==> config.mk <==
export PLATFORM = sky130hd
export DESIGN_NAME = dsp_mac_q
export DESIGN_NICKNAME = d
export VERILOG_FILES = /design/src/rtl/dsp_pkg.sv /design/src/rtl/dsp_round_sat.sv /design/src/rtl/dsp_mac_q.sv
export SDC_FILE = /design/constraint.sdc
export NUM_CORES = 2
export LEC_CHECK = 0
export ABC_AREA = 1
export CORE_MARGIN = 5
export CORE_UTILIZATION = 25
export DETAILED_ROUTE_END_ITERATION = 16
export SYNTH_ARGS = -nofsm -noshare
export SYNTH_HDL_FRONTEND = slang
export SYNTH_HIERARCHICAL = 1
export SYNTH_SLANG_ARGS = --single-unit
==> constraint.sdc <==
create_clock -name clk -period 6 [get_ports clk]
set_input_delay 0.9 -clock clk [delete_from_list [all_inputs] [get_ports clk]]
set_output_delay 0.9 -clock clk [all_outputs]
set_load 0.01 [all_outputs]
==> src/rtl/dsp_pkg.sv <==
// Shared widths and saturation limits for the systolic-array MAC cell.
// Limits are returned in a wide vector; callers slice to their working width.
package dsp_pkg;

  localparam int DW_DEF  = 16;
  localparam int AW_DEF  = 32;
  localparam int OW_DEF  = 16;
  localparam int SHW_DEF = 5;
  localparam int LIMW    = 128;

  function automatic logic [LIMW-1:0] smax(input int w);
    return (LIMW'(1) << (w - 1)) - LIMW'(1);
  endfunction

  // Two's complement: -2^(w-1) is the bitwise inverse of 2^(w-1)-1.
  function automatic logic [LIMW-1:0] smin(input int w);
    return ~smax(w);
  endfunction

  function automatic logic [LIMW-1:0] umax(input int w);
    return (LIMW'(1) << w) - LIMW'(1);
  endfunction

endpackage

==> src/rtl/dsp_round_sat.sv <==
// Combinational round/shift/clamp from IW to OW bits with a clamp flag.
// Used with shift=0 for the accumulator clamp and with the user shift at the output.
module dsp_round_sat
  import dsp_pkg::*;
#(
  parameter int IW  = 33,
  parameter int OW  = 16,
  parameter int SHW = 5
) (
  input  logic [IW-1:0]  i_val,
  input  logic [SHW-1:0] i_shift,
  input  logic           i_rnd,
  input  logic           i_uns,
  output logic [OW-1:0]  o_val,
  output logic           o_clamp
);

  // One guard bit so a rounding carry is clamped instead of wrapping.
  localparam int EW = IW + 1;
  localparam logic [LIMW-1:0] L_SMAX = smax(OW);
  localparam logic [LIMW-1:0] L_SMIN = smin(OW);
  localparam logic [LIMW-1:0] L_UMAX = umax(OW);

  logic [EW-1:0]        w_ext;
  logic [EW-1:0]        w_rnd_add;
  logic [EW-1:0]        w_sum;
  logic signed [EW-1:0] w_ashr;
  logic [EW-1:0]        w_shifted;
  logic [EW-1:0]        w_smax;
  logic [EW-1:0]        w_smin;
  logic [EW-1:0]        w_umax;

  assign w_smax    = L_SMAX[EW-1:0];
  assign w_smin    = L_SMIN[EW-1:0];
  assign w_umax    = L_UMAX[EW-1:0];
  assign w_ext     = {(i_uns ? 1'b0 : i_val[IW-1]), i_val};
  assign w_rnd_add = (i_rnd && (i_shift != '0)) ? (EW'(1) << (i_shift - 1'b1)) : '0;
  assign w_sum     = w_ext + w_rnd_add;
  assign w_ashr    = $signed(w_sum) >>> i_shift;
  assign w_shifted = i_uns ? (w_sum >> i_shift) : w_ashr;

  always_comb begin
    o_clamp = 1'b0;
    o_val   = w_shifted[OW-1:0];
    if (i_uns) begin
      if (w_shifted > w_umax) begin
        o_clamp = 1'b1;
        o_val   = w_umax[OW-1:0];
      end
    end else if ($signed(w_shifted) > $signed(w_smax)) begin
      o_clamp = 1'b1;
      o_val   = w_smax[OW-1:0];
    end else if ($signed(w_shifted) < $signed(w_smin)) begin
      o_clamp = 1'b1;
      o_val   = w_smin[OW-1:0];
    end
  end

endmodule

==> src/rtl/dsp_mac_q.sv <==
// Systolic-array PE MAC: enable-driven A/B, product and accumulator registers,
// with a Q-format shift/round/saturate output stage published on drain.
module dsp_mac_q
  import dsp_pkg::*;
#(
  parameter int DW  = DW_DEF,
  parameter int AW  = AW_DEF,
  parameter int OW  = OW_DEF,
  parameter int SHW = SHW_DEF
) (
  input  logic           clk,
  input  logic           rst,
  input  logic [DW-1:0]  a_value,
  input  logic [DW-1:0]  b_value,
  input  logic           aen,
  input  logic           ben,
  input  logic           men,
  input  logic           sen,
  input  logic           sreset,
  input  logic           uns,
  input  logic [SHW-1:0] shift,
  input  logic           rnd,
  output logic           sat_acc,
  output logic           sat,
  output logic [OW-1:0]  s_out,
  output logic           s_valid
);

  logic [DW-1:0]  r_a;
  logic [DW-1:0]  r_b;
  logic [AW:0]    r_prod;
  logic [AW-1:0]  r_acc;
  logic           r_sat_acc;
  logic           r_sat;
  logic [OW-1:0]  r_s_out;
  logic           r_s_valid;

  logic signed [2*DW-1:0] w_prod_s;
  logic [2*DW-1:0]        w_prod_u;
  logic [AW:0]            w_prod_ext;
  logic [AW:0]            w_acc_ext;
  logic [AW:0]            w_sum;
  logic [AW-1:0]          w_acc_next;
  logic                   w_acc_clamp;
  logic [AW-1:0]          w_drain;
  logic [AW:0]            w_drain_ext;
  logic [OW-1:0]          w_out;
  logic                   w_out_clamp;

  assign w_prod_s   = $signed(r_a) * $signed(r_b);
  assign w_prod_u   = r_a * r_b;
  assign w_prod_ext = uns ? {{(AW+1-2*DW){1'b0}}, w_prod_u}
                          : {{(AW+1-2*DW){w_prod_s[2*DW-1]}}, w_prod_s};

  assign w_acc_ext  = {(uns ? 1'b0 : r_acc[AW-1]), r_acc};
  assign w_sum      = w_acc_ext + r_prod;

  dsp_round_sat #(.IW(AW+1), .OW(AW), .SHW(SHW)) u_acc_sat (
    .i_val   (w_sum),
    .i_shift ('0),
    .i_rnd   (1'b0),
    .i_uns   (uns),
    .o_val   (w_acc_next),
    .o_clamp (w_acc_clamp)
  );

  // A drain coinciding with sen publishes the freshly accumulated value.
  assign w_drain     = sen ? w_acc_next : r_acc;
  assign w_drain_ext = {(uns ? 1'b0 : w_drain[AW-1]), w_drain};

  dsp_round_sat #(.IW(AW+1), .OW(OW), .SHW(SHW)) u_out_sat (
    .i_val   (w_drain_ext),
    .i_shift (shift),
    .i_rnd   (rnd),
    .i_uns   (uns),
    .o_val   (w_out),
    .o_clamp (w_out_clamp)
  );

  always_ff @(posedge clk) begin
    if (rst) begin
      r_a       <= '0;
      r_b       <= '0;
      r_prod    <= '0;
      r_acc     <= '0;
      r_sat_acc <= 1'b0;
      r_sat     <= 1'b0;
      r_s_out   <= '0;
      r_s_valid <= 1'b0;
    end else begin
      if (aen) r_a <= a_value;
      if (ben) r_b <= b_value;
      if (men) r_prod <= w_prod_ext;
      r_s_valid <= sreset;
      if (sreset) begin
        r_s_out   <= w_out;
        r_sat     <= r_sat_acc | (sen & w_acc_clamp) | w_out_clamp;
        r_acc     <= '0;
        r_sat_acc <= 1'b0;
      end else if (sen) begin
        r_acc <= w_acc_next;
        if (w_acc_clamp) r_sat_acc <= 1'b1;
      end
    end
  end

  assign sat_acc = r_sat_acc;
  assign sat     = r_sat;
  assign s_out   = r_s_out;
  assign s_valid = r_s_valid;

endmodule

==> metrics.md <==
| Metric | Value |
|---|---|
| Initial Utilization | 25.19% |
| R2r setup slk | -1570 ps |
| CP arrival | 7940 ps |
| Setup WS post-layout | -1574 ps |
| Sw frac | 52.12% |
| Root Driver | clkbuf_16 |
| Antenna violations before repair | 3 |
| Largest stage delay on the critical path | 370 ps |
| Tot GR Track Use | 18.15% |
| Layout area overhead | 38.24% |
| F_max | 0.1320 GHz |
| DR DRC count | 0 |
| CTS buffer count | 17 |
| FF-to-FF path depth | 55 |
| Reg2reg end | s_out[6] |
| Synthesized area | 35140 sq um |
| Min-Delay Startpoint | s_out[5] |
| Failing checks | negative setup slack |
| Syn Inst Count | 5846 |
| Wire per inst | 16.45 um |
| Reg2reg start | r_acc[0] |
| Overflow after GRT | 0 |
| Min Hold Slack | 489.8 ps |
| Maximum vdd drop | 216.9 uV |
| Die Span Y | 384.9 um |
| Final worst path period need | 7574 ps |
| Number of distinct library cells after synthesis | 59 |
| Most used cell, CP | nand2_2 |
| Pwr/cell area | 214.5 nW/um^2 |
| CP max FO | 6 |
| Vias in the first global route | 37940 |
| CTS tree | yes |
| Sequential power share | 9.1% |
| Die extent in x | 384.9 um |
| Vias | 39150 |
| Post-synth EDFFs | 0 |
| Vias/cell | 4.650 |
| Sequential area share after synthesis | 6.608% |
| Post-synth ARST share | 0% |
| Worst slack at placement | -2243 ps |
| Ports | 65 |
| YS warnings | 6 |
| CTS sink cnt | 116 |
| Final setup fails | 17 |
| CTS max path bufs | 2 |
| P_leak | 0.02641 uW |
| Tcrit/Tclk final | 126.2% |
| Main synth FF type | dfxtp_1 |
| Internal power | 4988 uW |
| Core Rows | 137 |
| Post-route non-filler standard cell count | 8420 |
| Clock share of power | 10.4% |
| First-pass GRT wire length | 212.3 mm |
| Fillers | 15110 |
| CTS H-tree lvls | 4 |
| Synth Area per Inst | 6.012 sq um |
| Drt first pass iters | 6 |
| Hold endpoint | s_out[5] |
| Element type at the critical path end | register |
| Fin. Hold Viols | 0 |
| Share of cells above drive strength 1 | 28.08% |
| Worst-path clk slew | 60 ps |
| Dpl hpwl | 115.8 mm |
| Final WL | 138.5 mm |
| Placed insts | 8310 |
| Max_cap viols | 0 |
| Final RePlAce weighted congestion | 0.9689 |
| Slowest-stage cell, CP | dfxtp_4 |
| DRT antenna net count | 0 |
| Skew-Pair Late Insertion Delay | 490 ps |
| Hold path depth | 1 |
| Kind of critical path | register to register |
| Largest net degree at the start of global routing | 57 |
| Layout Skew | 16.27 ps |
| Slew @ Worst Pin | 1323 ps |
| Die footprint | 148200 sq um |
| CTS Hold Bufs | 0 |
| Sw Pwr | 5431 uW |
| Comb pwr share | 80.5% |
| Startpoint Class | register |
| DR iter-0 viols | 2925 |
| IO Port Bufs | 64 |
| Rel. slew slack | 11.69% |
| Final net count | 7193 |
| Core Area | 139500 sq um |
| Unrepaired setup endpoints after global routing | yes |
| Yosys reg bits | 116 |
| Hold/Removal Path Class | register to register |
| Pins Over Slew Limit | 0 |
| Status | finished, violations left |
| Required time worst endpoint | 6370 ps |
## through the flow
stage	utilization, %	total power, uW	TNS (ps)	instance area [sq um]
floorplan	-	4908	-4958	35330
global placement	30.84	7655	-38350	43030
detailed placement	30.84	7681	-38440	43030
CTS	32.08	9063	-26360	44770
global route	34.82	11330	-32970	48580
finish	34.82	10420	-26090	48580
## synth_stat cells (16+ instances only)
| library cell | number | share of area, % |
|---|---|---|
| buf_2 | 42 | 0.60 |
| nor2_1 | 475 | 5.1 |
| o21ai_0 | 119 | 1.7 |
| dfxtp_1 | 116 | 6.6 |
| a21oi_1 | 203 | 2.9 |
| o211ai_1 | 19 | 0.41 |
| xor2_1 | 39 | 0.97 |
| buf_1 | 35 | 0.37 |
| a22o_1 | 16 | 0.40 |
| inv_2 | 23 | 0.25 |
| fa_1 | 369 | 21 |
| inv_1 | 1199 | 13 |
| nand4_1 | 68 | 1.2 |
| ha_1 | 248 | 8.8 |
| or2_2 | 21 | 0.37 |
| nand2_2 | 52 | 0.93 |
| nand3_2 | 58 | 1.7 |
| nand3_1 | 641 | 9.1 |
| nor3_1 | 20 | 0.28 |
| nor2_2 | 20 | 0.36 |
| nand2_1 | 1780 | 19 |
| clkbuf_1 | 113 | 1.2 |
## repair_timing
item,CTS,global route
setup buffers,25,50
setup endpoints to repair,35,41
resized for setup,201,837
pin swaps,51,336
gates cloned,3,2
## area by class of cell
type / count / area [sq um] / area share, %
clock buffers: 17 / 425.4 / 0.8757
clock inverters: 15 / 156.4 / 0.3219
well taps: 1876 / 2347 / 4.832
flip-flops and latches: 116 / 2377 / 4.893
multi-input cells: 4318 / 31710 / 65.28
repair buffers: 843 / 6919 / 14.24
diodes: 1 / 2.502 / 0.005151
inverters: 1234 / 4639 / 9.550
## layer usage
metal	wire, um	share of wire [%]	track usage (%)
met5	7	0.0051	0
met1	64910	47	25.92
met4	2976	2.1	4.596
met2	61480	44	28.44
met3	9138	6.6	2.939
## worst max-delay path, delay by kind of cell (launching register included)
family,cells,cell delay [ps]
flops,1,370
compound gates,7,1220
fa+ha+maj,4,870
xor+xnor,2,410
simple gates,33,3440
buf+inv,9,1100
## worst max-delay path by stage
stage / start / to / slack [ps]
2_1_floorplan: r_prod[0] / s_out[14] / -350
3_3_place_gp: r_acc[0] / s_out[1] / -2260
3_5_place_dp: r_acc[0] / s_out[0] / -2240
4_1_cts: r_acc[12] / s_out[0] / -1580
5_1_grt: r_acc[0] / s_out[6] / -1930
6_report: r_acc[0] / s_out[6] / -1570
## cell families (layout without fill, tap and decap cells)
logic type               Yosys count  after routing  share of synthesized area (%)
flip-flops                       116            116                          6.608
AO/OA/AOI/OAI                    442            442                          7.270
XOR/XNOR                          50             50                          1.246
multiplexers                       2              2                        0.05697
AND/OR/NAND/NOR                 3185           3186                          39.35
other                              3             22                        0.03204
buffers and inverters           1431           2109                          15.59
adder cells (fa/ha/maj)          617            617                          29.85
## power by group through the flow
stage / Sequential (uW) / Clock (uW) / Combinational [uW]
after floorplan: 903 / 0 / 4000
after detailed placement: 951 / 0 / 6730
after CTS: 940 / 1120 / 7010
final: 951 / 1090 / 8380
after global placement: 950 / 0 / 6700
after global routing: 958 / 1140 / 9230
## sequential cells by signal, indices dropped and copies added, names as in the netlist
| register | count |
|---|---|
| r_b | 16 |
| sat_acc | 1 |
| r_a | 16 |
| s_out | 16 |
| s_valid | 1 |
| r_prod | 33 |
| sat | 1 |
| r_acc | 32 |
## cells in the final DEF, fill, tap and decap left out, types with 21 or more instances in the layout
cell type,n
a21oi_1,153
a21oi_2,53
buf_12,26
buf_4,731
clkdlybuf4s50_1,61
conb_1,21
dfxtp_1,86
dfxtp_2,23
fa_1,359
ha_1,163
ha_4,78
inv_1,1166
inv_2,54
nand2_1,1497
nand2_2,259
nand2_4,79
nand3_1,474
nand3_2,194
nand3_4,35
nand4_1,68
nor2_1,393
nor2_2,71
nor2_4,35
o21ai_0,97
o21ai_2,21
xor2_1,21
(Power assumes the default switching activity.)
